### src/rtl/bounce_ctrl_pkg.sv
// bounce_ctrl_pkg: shared state encoding, default bounds and the load clamp helper.
package bounce_ctrl_pkg;
  typedef enum logic [2:0] {IDLE, LOAD, UP, DOWN, PAUSED} bc_state_t;
  localparam int BC_WIDTH = 5;
  localparam int BC_LO = 0;
  localparam int BC_HI = 25;
  function automatic int clamp(input int v, input int lo, input int hi);
    return v > hi ? hi : v < lo ? lo : v;
  endfunction
endpackage

### src/rtl/btn_sync_edge.sv
// btn_sync_edge: 2-FF synchronizer for a raw button level with a one-cycle rising-edge pulse.
module btn_sync_edge (
  input  logic clk,
  input  logic rst_n,
  input  logic btn,
  output logic level,
  output logic rise
);
  logic s1, s2, s3;
  always_ff @(posedge clk)
    if (!rst_n) {s1, s2, s3} <= 3'b000;
    else {s1, s2, s3} <= {btn, s1, s2};
  assign level = s2;
  assign rise = s2 & ~s3;
endmodule

### src/rtl/bounce_count_ctrl.sv
// bounce_count_ctrl: loads a start value and bounces a bounded counter between LO and HI on tick.
// Define BOUNCE_CTRL_PAUSE_EN to build the pause button path and the PAUSED state.
module bounce_count_ctrl
  import bounce_ctrl_pkg::*;
#(
  parameter int WIDTH = BC_WIDTH,
  parameter int LO = BC_LO,
  parameter int HI = BC_HI
) (
  input  logic             clk,
  input  logic             rst_n,
  input  logic             tick,
  input  logic             start,
  input  logic             restart,
  input  logic             pause,
  input  logic             up,
  input  logic [WIDTH-1:0] n_in,
  output logic [WIDTH-1:0] count,
  output logic             dir_up,
  output logic             running,
  output logic             paused,
  output logic             load_err
);
  localparam logic [WIDTH-1:0] LO_V = WIDTH'(LO);
  localparam logic [WIDTH-1:0] HI_V = WIDTH'(HI);
  bc_state_t state, state_d;
  logic start_p, restart_l, pause_p, load_up, load_oob, dir_d, err_d;
  logic unused_start_lvl, unused_restart_rise;
  logic [WIDTH-1:0] clamped, inc, dec, count_d;
  btn_sync_edge u_start (.clk, .rst_n, .btn(start), .level(unused_start_lvl), .rise(start_p));
  btn_sync_edge u_restart (.clk, .rst_n, .btn(restart), .level(restart_l), .rise(unused_restart_rise));
`ifdef BOUNCE_CTRL_PAUSE_EN
  logic unused_pause_lvl;
  btn_sync_edge u_pause (.clk, .rst_n, .btn(pause), .level(unused_pause_lvl), .rise(pause_p));
`else
  logic unused_pause;
  assign unused_pause = pause;
  assign pause_p = 1'b0;
`endif
  assign clamped = WIDTH'(clamp(int'(n_in), LO, HI));
  assign load_oob = (int'(n_in) > HI) || (int'(n_in) < LO);
  // A load landing on a bound must head back into range regardless of up.
  assign load_up = clamped == HI_V ? 1'b0 : clamped == LO_V ? 1'b1 : up;
  assign inc = count + WIDTH'(1);
  assign dec = count - WIDTH'(1);
  always_ff @(posedge clk)
    if (!rst_n) begin
      state <= IDLE;
      count <= LO_V;
      dir_up <= 1'b1;
      running <= 1'b0;
      paused <= 1'b0;
      load_err <= 1'b0;
    end else begin
      state <= state_d;
      count <= count_d;
      dir_up <= dir_d;
      running <= state_d == UP || state_d == DOWN;
      paused <= state_d == PAUSED;
      load_err <= err_d;
    end
  always_comb begin
    state_d = state;
    if (restart_l) state_d = IDLE;
    else
      case (state)
        IDLE:   state_d = start_p ? LOAD : IDLE;
        LOAD:   state_d = load_up ? UP : DOWN;
        UP:     state_d = pause_p ? PAUSED : (tick && inc == HI_V) ? DOWN : UP;
        DOWN:   state_d = pause_p ? PAUSED : (tick && dec == LO_V) ? UP : DOWN;
`ifdef BOUNCE_CTRL_PAUSE_EN
        PAUSED: state_d = pause_p ? (dir_up ? UP : DOWN) : PAUSED;
`endif
        default: state_d = IDLE;
      endcase
  end
  // Pause beats a coincident tick, so steps require no pause edge this cycle.
  always_comb begin
    count_d = restart_l ? LO_V
            : state == LOAD ? clamped
            : (state == UP && tick && !pause_p) ? inc
            : (state == DOWN && tick && !pause_p) ? dec
            : count;
    dir_d = restart_l ? 1'b1 : state_d == UP ? 1'b1 : state_d == DOWN ? 1'b0 : dir_up;
    err_d = restart_l ? 1'b0 : state == LOAD ? load_oob : load_err;
  end
endmodule

### config.mk
export PLATFORM = sky130hd
export DESIGN_NAME = bounce_count_ctrl
export DESIGN_NICKNAME = d
export VERILOG_FILES = /design/src/rtl/bounce_ctrl_pkg.sv /design/src/rtl/btn_sync_edge.sv /design/src/rtl/bounce_count_ctrl.sv
export SDC_FILE = /design/constraint.sdc
export NUM_CORES = 1
export LEC_CHECK = 0
export CAP_MARGIN = 10
export CORE_MARGIN = 2
export CORE_UTILIZATION = 45
export CTS_CLUSTER_DIAMETER = 60
export DETAILED_ROUTE_END_ITERATION = 10
export PLACE_DENSITY_LB_ADDON = 0.08
export SETUP_SLACK_MARGIN = 0.02
export SLEW_MARGIN = 20
export SYNTH_ARGS = -nofsm -noshare
export SYNTH_HDL_FRONTEND = slang
export SYNTH_SLANG_ARGS = --single-unit
### constraint.sdc
create_clock -name clk -period 2 [get_ports clk]
set_input_delay 0.5 -clock clk [delete_from_list [all_inputs] [get_ports clk]]
set_output_delay 0.5 -clock clk [all_outputs]
set_load 0.005 [all_outputs]
Yosys cells after proc, flatten, opt, wreduce, memory -nomap -nowiden

Index checks and enable logic that the tools add are counted.

Bits in registers: 17
Input bits: 12
Output and inout bits: 9
Logic and storage cells: 48

Add/subtract/negate cells: 2
Order comparisons: 1
Equality and inequality tests: 8
Muxes and demuxes: 12
Bitwise operators: 3
Reductions and logical operators: 11

Operators by type and width:

| cell                                                                  | number |
|---|---|
| 5-bit 2-to-1 mux                                                      | 4 |
| 3-bit by 2-bit equality test with 1-bit output, second input constant | 4 |
| 5-bit equality test, second input constant                            | 2 |
| 5-bit zero test                                                       | 2 |
| 2-bit one-hot mux with 4 select lines                                 | 1 |
| 1-bit 2-to-1 mux                                                      | 6 |
| 5-bit by 1-bit adder with 5-bit output, second input constant         | 1 |
| 5-bit greater-than comparator, second input constant                  | 1 |
| 5-bit by 1-bit subtractor with 5-bit output, second input constant    | 1 |
| 1-bit logical AND                                                     | 4 |
| 3-bit by 1-bit equality test with 1-bit output, second input constant | 1 |
| 3-bit equality test, second input constant                            | 1 |
| 3-bit zero test                                                       | 1 |
| 3-bit 2-to-1 mux                                                      | 1 |
| 3-bit nonzero test                                                    | 1 |
| 3-bit OR reduction                                                    | 1 |
| 1-bit NOT                                                             | 2 |
| 2-bit OR reduction                                                    | 1 |
| 1-bit AND                                                             | 1 |
| 1-bit logical OR                                                      | 1 |

Logic depth before layout (Yosys ltp)

Gate-level depths: netlist (run 1).

Word-level depth: 10
Mapped depth: 7
Gate-level depth less buffers: 7

Cells and area by module

A second synthesis (run 1) with hierarchy kept.

Cells, all modules: 105
Area, all modules: 917.1 sq um

By module, submodules not included:

| module            | instances | cells each | area each (sq um) | sequential area each (sq um) |
|---|---|---|---|---|
| bounce_count_ctrl | 1         | 91         | 732.0             | 200.2 |
| btn_sync_edge     | 2         | 7          | 92.6              | 60.1 |

Worst setup path before layout (run 1)

OpenSTA, ideal clock, no wires.

Path type: reg2reg
Start: reg count[0]
End: reg state[0]
Library setup time: 133 ps
Arrival time: 1529 ps
Data required time: 1867 ps
Setup slack: 338 ps
Stages on the path, launching flop included: 8
Path buffers: 0
Period minus slack after synthesis: 1662 ps
Cells stage by stage: dfxtp_1 > inv_1 > ha_1 > xnor2_2 > nand3_1 > o311a_1 > a31oi_1 > a31oi_1

Cells in the longest elaborated chain, start to end: 6
Elaborated cells between the ends (all ways): 10
Classes of those cells: add/sub: 2; eq/ne: 1; mux: 4; reduce/logical: 3

Ends and longest elaborated chain:

| what                                                                                                         | RTL line                                         | text |
|---|---|---|
| from (decl)                                                                                                  | bounce_count_ctrl.sv:18                          | `output logic [WIDTH-1:0] count,` |
| from (signal assigned)                                                                                       | bounce_count_ctrl.sv:56                          | `count <= count_d;` |
| 5-bit by 1-bit adder with 5-bit output / 5-bit by 1-bit subtractor with 5-bit output (equally long branches) | bounce_count_ctrl.sv:44, bounce_count_ctrl.sv:45 |  |
| 5-bit equality test / 5-bit zero test (equally long branches)                                                | bounce_count_ctrl.sv:69, bounce_count_ctrl.sv:70 |  |
| 1-bit logical AND, on equally long branches                                                                  | bounce_count_ctrl.sv:69, bounce_count_ctrl.sv:70 |  |
| 1-bit 2-to-1 mux, on equally long branches                                                                   | bounce_count_ctrl.sv:69, bounce_count_ctrl.sv:70 |  |
| 2-bit one-hot mux with 4 select lines (*)                                                                    | bounce_count_ctrl.sv:66                          | `case (state)` |
| 3-bit 2-to-1 mux (*)                                                                                         | bounce_count_ctrl.sv:64                          | `if (restart_l) state_d = IDLE;` |
| to (signal assigned)                                                                                         | bounce_count_ctrl.sv:55                          | `state <= state_d;` |
| to (decl)                                                                                                    | bounce_count_ctrl.sv:26                          | `bc_state_t state, state_d;` |

Mark *: on every way between the ends. The rest lies on a longest branch, timed or not.
A chain may end at the register's enable or synchronous reset.

Worst setup path in the final report (run 1)

Start: reg count[3]
End: out count[3]

No word-level cell between the ends.

==> results.toml, run 1 <==
[cts]
clk_path_buf_depth = 2
numCtsBuffers = 3
cts.sinks = 15
cts_tree = "yes"
root_buffer = "clkbuf_4"
htreeDepth = 1
post_cts.repair.setup_buffers = 0
clk_latency_ps = 290
path_clk_slew_ps = 100

[setup_path]
reg2reg_from = "count[0]"
path_cells = "clkdlybuf4s50_1"
path_buf_inv = 1
start_kind = "flop"
cp.arrival_ps = 1350
critPathMaxFanout = 9
cpPeakStageDelay_ps = 560
required_ps = 1500
cpLargestDelayFamily = "buffers and inverters"
criticalPathCategory = "flop to output pin"
startpoint = "count[3]"
cpMaxStageDelayCell = "clkdlybuf4s50_1"
critPathCaptureType = "output pin"

[logic_synthesis]
syn_avg_cell_area_um2 = 8.43
syn_area_um2 = 826
ys_async_sr_fraction_pct = 0
yosys_register_bits = 15
yosys_warnings = 0
synthFlopType = "dfxtp_1"
synthesis.nets = 114
synth-edff-count = 0
ys_seq_area_share_pct = 36.4
netlist_instances = 98
yosysUniqueCellTypes = 36

[grt]
antenna_found_initial = 0
grt_pass1_vias = 683
grt_max_degree = 13
grtUsageTotal_pct = 18.6
grt_overflow_total = 0
grt_pass1_wl_um = 2850

[floorplanning]
ios = 21
rows = 15
fp.dieW_um = 46.8
dieArea_um2 = 2190
core_um2 = 1730
fp.dieH_um = 46.8
start_util_pct = 47.8

[timing]
fin_crit_ps = 1850
fin_skew_ps = 10.6
rsz0062_at_grt = "false"
fin_crit_sh_pct = 92.4
drv_slew = 0
timing.fmax_mhz = 541
fin_tns_setup_ps = 0
setup_viol = 0
hold_viol_final = 0

[layout]
mostFrequentLayoutCells = "clkdlybuf4s50_1 (18), dfxtp_1 (14), nor2_1 (9)"
final_common_cell = "clkdlybuf4s50_1"
antenna_cells = 0
syn_to_final_growth_pct = 28.9
drive_gt1_share_pct = 10.1
final_nets = 136
fin_cells = 144

[power_and_ir_drop]
ir_worst_vdd_mv = 0.398
finalPower_mw = 0.624
p_leak_nw = 0.398
pwr_density_cell_nw_per_um2 = 586

[detailed_routing]
drcViolationCount = 0
routed_wl_um = 1670
routedWlPerCell_um = 11.6
first_pass_iters = 2
via_per_inst = 5.19
drt-initial-drc-count = 8
ant_nets = 0
vias = 747

[job]
cap_viol_max_count = 0

[placement]
placed_cells = 140
io_buffers = 18
dp_hpwl_um = 1250
routabilityCongestion = 0.749

[worst_hold_path]
hold_path.class = "flop to flop"
holdCritStartpoint = "u_restart.s1"

[outcome]
outcome = "finished, final reports clean"
kinds of logic (layout without fill, tap and decap cells):
family	count (synthesis)	after routing	share of synthesized area (%)
xor+xnor	4	4	5.15
buf+inv	9	30	5.61
fa+ha+maj	4	4	6.06
other cells	1	1	0.454
mux	1	1	1.21
flops	15	15	36.4
compound gates	25	25	20.0
simple gates	39	39	25.2
where the power goes:
| group | switching, mW | internal, mW |
|---|---|---|
| Combinational | 0.0518 | 0.0664 |
| Clock | 0.105 | 0.0744 |
| Sequential | 0.0138 | 0.313 |
worst paths after layout:
| kind | endpoint | slack [ps] | depth (start not counted) |
|---|---|---|---|
| max | count[3] | 150 | 1 |
| min | u_restart.level | 440 | 1 |
| max reg2reg | dir_up | 360 | 7 |
| min reg2reg | u_restart.level | 440 | 1 |
cells in the mapped netlist (2+ instances only):
master | count | share of area [%]
a21oi_1 | 6 | 3.6
and2_1 | 5 | 3.8
clkbuf_1 | 2 | 0.91
dfxtp_1 | 15 | 36
nor2_1 | 9 | 4.1
xor2_1 | 2 | 2.1
ha_1 | 4 | 6.1
nand3_1 | 3 | 1.8
o32ai_1 | 2 | 2.1
nand3b_1 | 2 | 1.8
nand2_1 | 7 | 3.2
inv_1 | 4 | 1.8
nand2b_1 | 2 | 1.5
a31oi_1 | 4 | 3.0
nor3_1 | 5 | 3.0
a211oi_1 | 2 | 1.8
o21ai_0 | 5 | 3.0
stage by stage:
stage                     setup WS, ps  hold WS [ps]  instance area (um^2)  util [%]
after floorplan                    338           412                   826         -
after global placement             143           414                  1040      60.0
after detailed placement           144           423                  1040      60.0
after CTS                          145           447                  1060      61.7
after global routing               116           467                  1060      61.7
final                              152           440                  1060      61.7
layer usage:
metal | track usage, % | vias to the layer above | wire length, um
met5 | 0 | - | 0
met4 | 10.6 | 0 | 40
met3 | 3.85 | 7 | 69
met2 | 27.7 | 18 | 708
met1 | 24.8 | 331 | 849
li1 | - | 391 | -
cell type report:
class | instances | area (um^2)
Fill cell | 176 | 662
Clock inverter | 1 | 5.00
Clock buffer | 3 | 22.5
Sequential cell | 15 | 302
Tap cell | 25 | 31.3
Timing Repair Buffer | 22 | 210
Inverter | 4 | 15.0
Multi-Input combinational cell | 74 | 479
what timing repair did:
| action | 4_1_cts | 5_1_grt |
|---|---|---|
| hold buffers | 0 | 0 |
| endpoints found under the setup margin | 1 | 0 |
| gates resized for setup | 1 | 0 |
registers in the layout, summed over array words and instances, names as in the netlist:
register / flops
count: 5
dir_up: 1
load_err: 1
running: 1
state: 2
u_restart.level: 1
u_restart.s1: 1
u_start.level: 1
u_start.s1: 1
u_start.s3: 1
Note: power is estimated with default switching activity, not from simulation.
==> run 2, diff against run 1 <==
Settings changed: CTS_CLUSTER_SIZE from default to 10.
==> results of run 2 <==
The final DEF is identical to that of run 1; final timing and power are the same.
==> run 3, diff against run 2 <==
Settings changed: TNS_END_PERCENT from default to 20.
==> results of run 3 <==
The final DEF is identical to that of run 1; final timing and power are the same.
